==> src/rtl/nv_nvdla_ssyncnd_c_pkg.sv <==
// Shared constants for the nv_nvdla_ssyncnd_c level synchroniser.
// Holds the legal parameter ranges, the default reset value and the
// per-channel output record used by nv_nvdla_ssync_filt.
// Optional feature macro: NVDLA_SSYNC_FILTER_EN (glitch filter counters).
package nv_nvdla_ssyncnd_c_pkg;

   // Legal parameter ranges.
   localparam int WIDTH_MIN  = 1;
   localparam int WIDTH_MAX  = 32;
   localparam int DEPTH_MIN  = 2;
   localparam int DEPTH_MAX  = 4;
   localparam int FILT_W_MIN = 1;
   localparam int FILT_W_MAX = 8;

   // Default per-channel reset value, sliced down to WIDTH by the top.
   localparam logic [WIDTH_MAX-1:0] RESET_VAL_DEFAULT = '0;

   // Registered per-channel output: filtered level plus its edge pulses.
   typedef struct packed {
      logic level;
      logic rise;
      logic fall;
   } edge_t;

   // Keeps an out-of-range parameter inside the supported window so the
   // chain never degenerates to fewer than two metastability stages.
   function automatic int clamp_int(input int v, input int lo, input int hi);
      if (v < lo) return lo;
      if (v > hi) return hi;
      return v;
   endfunction

endpackage

==> src/rtl/nv_nvdla_ssyncnd_c_filt.sv <==
// Per-channel glitch filter and edge detector (module nv_nvdla_ssync_filt).
// With NVDLA_SSYNC_FILTER_EN defined, the filtered level only follows the
// synchronised input q after it has disagreed for thr+1 consecutive edges.
// Without it, the level follows q every edge and thr is unused.
// Edge pulses are registered and coincide with the level update.
module nv_nvdla_ssync_filt
   import nv_nvdla_ssyncnd_c_pkg::*;
#(
   parameter int   FILT_W    = 3,
   parameter logic RESET_BIT = 1'b0
) (
   input  logic              clk,
   input  logic              rst,
   input  logic              q,
   input  logic [FILT_W-1:0] thr,
   output logic              level,
   output logic              rise,
   output logic              fall
);

   edge_t st_q;
   edge_t st_d;
   logic  take;

`ifdef NVDLA_SSYNC_FILTER_EN
   logic [FILT_W-1:0] cnt_q;
   logic [FILT_W-1:0] cnt_d;

   // Count consecutive disagreements; accept q once the count reaches thr.
   // thr is compared live, so lowering it takes effect on the next edge.
   always_comb begin
      take  = 1'b0;
      cnt_d = cnt_q;
      if (q == st_q.level) begin
         cnt_d = '0;
      end else if (cnt_q >= thr) begin
         take  = 1'b1;
         cnt_d = '0;
      end else if (cnt_q != {FILT_W{1'b1}}) begin
         cnt_d = cnt_q + 1'b1;
      end
   end

   // Counter register; reset discards any partial count.
   always_ff @(posedge clk or posedge rst) begin
      if (rst) begin
         cnt_q <= '0;
      end else begin
         cnt_q <= cnt_d;
      end
   end
`else
   logic thr_unused;

   // No filtering: any difference is accepted on the next edge.
   always_comb begin
      take = (q != st_q.level);
   end

   assign thr_unused = ^thr;
`endif

   // Next level and the one-cycle pulses that accompany a level change.
   always_comb begin
      st_d.level = take ? q : st_q.level;
      st_d.rise  = take & q;
      st_d.fall  = take & ~q;
   end

   // Output register; reset forces the level to its reset bit, no pulses.
   always_ff @(posedge clk or posedge rst) begin
      if (rst) begin
         st_q <= '{level: RESET_BIT, rise: 1'b0, fall: 1'b0};
      end else begin
         st_q <= st_d;
      end
   end

   assign level = st_q.level;
   assign rise  = st_q.rise;
   assign fall  = st_q.fall;

endmodule

==> src/rtl/nv_nvdla_ssyncnd_c.sv <==
// nv_nvdla_ssyncnd_c: WIDTH-channel level synchroniser with optional
// glitch filter and registered rise/fall pulses.
// Each channel: DEPTH-stage synchroniser chain -> nv_nvdla_ssync_filt.
// Optional feature macro: NVDLA_SSYNC_FILTER_EN (enables filt_thr counters).
module nv_nvdla_ssyncnd_c
   import nv_nvdla_ssyncnd_c_pkg::*;
#(
   parameter int               WIDTH     = 4,
   parameter int               DEPTH     = 3,
   parameter int               FILT_W    = 3,
   parameter logic [WIDTH-1:0] RESET_VAL = RESET_VAL_DEFAULT[WIDTH-1:0]
) (
   input  logic              o_clk,
   input  logic              o_rst,
   input  logic [WIDTH-1:0]  sync_i,
   input  logic [FILT_W-1:0] filt_thr,
   output logic [WIDTH-1:0]  sync_o,
   output logic [WIDTH-1:0]  rise_o,
   output logic [WIDTH-1:0]  fall_o
);

   localparam int DEPTH_C = clamp_int(DEPTH, DEPTH_MIN, DEPTH_MAX);

   logic [WIDTH-1:0] q;

   // Synchroniser chain: one named flop bank per stage, holding nothing but
   // the sampled levels so CDC tools see a clean multi-flop synchroniser.
   for (genvar k = 0; k < DEPTH_C; k++) begin : g_stage
      logic [WIDTH-1:0] stage_q;
      if (k == 0) begin : g_first
         // First stage samples the asynchronous inputs.
         always_ff @(posedge o_clk or posedge o_rst) begin
            if (o_rst) begin
               stage_q <= RESET_VAL;
            end else begin
               stage_q <= sync_i;
            end
         end
      end else begin : g_next
         // Later stages resolve metastability of the previous stage.
         always_ff @(posedge o_clk or posedge o_rst) begin
            if (o_rst) begin
               stage_q <= RESET_VAL;
            end else begin
               stage_q <= g_stage[k-1].stage_q;
            end
         end
      end
   end

   assign q = g_stage[DEPTH_C-1].stage_q;

   // Independent filter and edge logic per channel.
   for (genvar c = 0; c < WIDTH; c++) begin : g_chan
      nv_nvdla_ssync_filt #(
         .FILT_W    (FILT_W),
         .RESET_BIT (RESET_VAL[c])
      ) u_filt (
         .clk   (o_clk),
         .rst   (o_rst),
         .q     (q[c]),
         .thr   (filt_thr),
         .level (sync_o[c]),
         .rise  (rise_o[c]),
         .fall  (fall_o[c])
      );
   end

endmodule

==> config.mk <==
export PLATFORM = sky130hd
export DESIGN_NAME = nv_nvdla_ssyncnd_c
export DESIGN_NICKNAME = d
export VERILOG_FILES = /design/src/rtl/nv_nvdla_ssyncnd_c_pkg.sv /design/src/rtl/nv_nvdla_ssyncnd_c_filt.sv /design/src/rtl/nv_nvdla_ssyncnd_c.sv
export SDC_FILE = /design/constraint.sdc
export NUM_CORES = 1
export LEC_CHECK = 0
export BUFFER_PORTS_ARGS = -buffer_cell sky130_fd_sc_hd__buf_2
export CAP_MARGIN = 25
export CORE_MARGIN = 4
export CORE_UTILIZATION = 48
export CTS_BUF_LIST = sky130_fd_sc_hd__clkbuf_4 sky130_fd_sc_hd__clkbuf_8
export DETAILED_ROUTE_END_ITERATION = 16
export PLACE_DENSITY = 0.8
export SLEW_MARGIN = 30
export SYNTH_ARGS = -nofsm -noshare
export SYNTH_HDL_FRONTEND = slang
export SYNTH_SLANG_ARGS = --single-unit
==> constraint.sdc <==
create_clock -name o_clk -period 1 [get_ports o_clk]
set_input_delay 0.2 -clock o_clk [delete_from_list [all_inputs] [get_ports o_clk]]
set_output_delay 0.2 -clock o_clk [all_outputs]
set_load 0.02 [all_outputs]
==> reports/qor.csv <==
stage,metric,value,unit
global_routing,largest net degree at the start of global routing,25,
final_layout,Post-Layout Cell Count,110,
final_layout,Area growth syn-to-layout,43.7,%
sta,final worst path period need,1.16,ns
final_layout,most frequent cells in the layout,"dfrtp_1 (24), buf_6 (17), buf_4 (8)",
cts,clock sink count,24,
route,Routed Antenna Nets,0,
global_routing,GRT Overall Usage,11.9,%
die,die height,50.9,um
critical_path,"critical path fanouts, max",2,
run_status,status,"finished, violations left",
pwr,P_int,0.00232,W
critical_path,CP top delay family,flip-flops,
final_layout,FILL cells,115,
critical_path,critical path's most frequent cell,buf_6,
synthesis,Synth cell types,5,
route,initial DRC count,0,
synthesis,Synthesized Nets,74,
sta,final-report max-slew violation count,0,
critical_path,CP Buf/Inv Count,2,
pwr,Cell Pwr Density,2620,nW/um^2
sta,Slew HR,91.2,%
route,drt drc,0,
pwr,Switching Share,30.3,%
placed_design,Placed Instances,94,
job,max-cap viol count,0,
cts,Inserted Clock Buffers,3,
critical_path,Worst setup EP type,output port,
cts,Root Buffer,clkbuf_4,
placed_design,Placed Area,976,um^2
die,full die area,2590,um^2
sta,Slew @ Worst Pin,0.132,ns
pwr,sequential power share,38.7,%
global_routing,global-route wire length before repair,2200,um
synthesis,#FFs+latches synth,24,
critical_path,CP max-delay cell,dfrtp_1,
sta,Final period util,116,%
global_routing,total gr overflow,0,
sta,Worst Skew,0.00173,ns
die,Site Rows,15,
run_status,failing checks,setup timing,
final_layout,sequential cell area,601,um^2
sta,RSZ-0062 raised after global routing,true,
route,routed vias,444,
pwr,Sw Pwr,0.00101,W
sta,final setup fails,17,
pwr,Logic pwr share,46.8,%
critical_path,worst reg2reg setup slack,-0.15,ns
critical_path,worst path required time,0.80,ns
pwr,maximum VDD drop,1.23,mV
route,Vias/cell,4.04,
sta,FMAX,0.859,GHz
route,drt total wl,1230,um
critical_path,CP startpoint kind,flop,
die,# IOs,21,
pwr,leakage power total,0.643,nW
worst_hold_path,worst hold-check path type,reg2reg,
die,width of the die,50.9,um
critical_path,crit-path cells,buf_6 -> buf_6,
synthesis,sequential area share after synthesis,67.9,%
cts,CTS tree,yes,
route,first drt pass iteration count,1,
synthesis,synthesized area,885,um^2
global_routing,vias in the first global route,505,
synthesis,syn_area_per_cell,15.5,um^2
global_routing,initial antenna violation count,0,
final_layout,"commonest non-fill, non-tap cell in the layout",dfrtp_1,
die,total core area,1750,um^2
synthesis,Synth Warn #,0,
cts,Skew-Pair Late Insertion Delay,0.30,ns
sta,final-report hold violation count,0,
final_layout,diodes inserted,0,
cts,"Reg clk slew, reported paths",0.12,ns
critical_path,WP data arrival,0.96,ns
critical_path,CP Class,reg2out,
placed_design,Post-DP HPWL,727,um
placed_design,PortBufs,17,
pwr,Clock Power Share,14.5,%
synthesis,Cells after Synth,57,
placed_design,Routability Congestion,0.560,
route,WL per Instance,11.2,um
final_layout,Multi-input gate area,223,um^2
cts,H-tree Lvls,1,
final_layout,Final #Nets,103,
sta,final setup margin,-0.164,ns
final_layout,"Design Area, Final",1270,um^2
final_layout,layout cell share with drive strength beyond 1,54.1,%
cts,CTS Buffer Depth,2,
die,Starting Density,50.7,%
critical_path,crit-path max cell delay,0.42,ns
[Yosys cell counts]
master | number | area share (%)
mux2_4 | 4 | 6.8
dfrtp_1 | 24 | 68
inv_1 | 9 | 3.8
ha_1 | 8 | 11
buf_4 | 12 | 10
[cell families (layout without fill, tap and decap cells)]
kind of cell,count (synthesis),count (layout),share of synthesized area (%)
buf+inv,21,49,14.0
flops,24,24,67.9
fa+ha+maj,8,8,11.3
mux,4,4,6.79
[worst reg2reg max path, stage by stage, from the launching register on]
cell     delay, ns
dfrtp_1       0.39
inv_1         0.08
ha_4          0.27
mux2_4        0.30
[state kept, by name, indices dropped and copies added, names as in the netlist]
signal and count:
g_chan.u_filt.fall 4, g_stage.stage_q 12, g_chan.u_filt.level 4, g_chan.u_filt.rise 4
[power by group through the flow]
stage               combinational [W]  clock [W]  sequential, W
floorplan                    0.000795          0        0.00128
global placement             0.000921          0        0.00124
detailed placement           0.000965          0        0.00125
CTS                           0.00148   0.000505        0.00128
global route                  0.00166   0.000564        0.00131
finish                        0.00156   0.000482        0.00129
[layer usage]
layer	up-vias	part of all wire, %	GRT usage [%]
li1	216	-	-
met1	212	37	13.5
met2	14	56	20.0
met3	2	4.3	2.62
met4	0	1.8	8.07
met5	-	0	0
[final timing paths]
kind | to | cells after the start | from
worst max-delay path | sync_o[2] | 2 | g_chan[2].u_filt.level
worst min-delay path | g_stage[2].stage_q[1] | 0 | g_stage[1].stage_q[1]
worst max register to register | g_chan[3].u_filt.level | 3 | g_chan[3].u_filt.level
worst min register to register | g_stage[2].stage_q[1] | 0 | g_stage[1].stage_q[1]
max in group asynchronous | g_chan[0].u_filt.rise | 4 | o_rst
min in group asynchronous | g_stage[1].stage_q[0] | 4 | o_rst
[layout make-up]
cell class	instances	area share, %
clock buffer	4	2.85
inverter	9	2.66
multi-input combinational	12	17.5
sequential	24	47.2
tap	25	2.46
timing repair buffer	36	27.3
[through the flow]
step | hold slack, ns | setup TNS (ns) | utilization, % | power (W) | worst slack, ns
after floorplan | 0.215 | -0.371 | - | 0.00208 | -0.0928
after CTS | 0.362 | -1.41 | 71.5 | 0.00326 | -0.171
final | 0.362 | -1.28 | 72.8 | 0.00333 | -0.164
after global routing | 0.367 | -2.16 | 72.8 | 0.00354 | -0.230
after detailed placement | 0.231 | -0.434 | 55.9 | 0.00222 | -0.139
after global placement | 0.226 | -0.345 | 55.9 | 0.00217 | -0.0891
[repair_timing]
action / CTS / global route
buffers inserted: 6 / 1
endpoints found under the setup margin: 16 / 16
gates resized for setup: 32 / 5
pin swaps: 0 / 2
endpoints found under the hold margin: 28 / 0
hold buffers: 5 / 0
No activity file was read; power rests on OpenSTA's default activity.
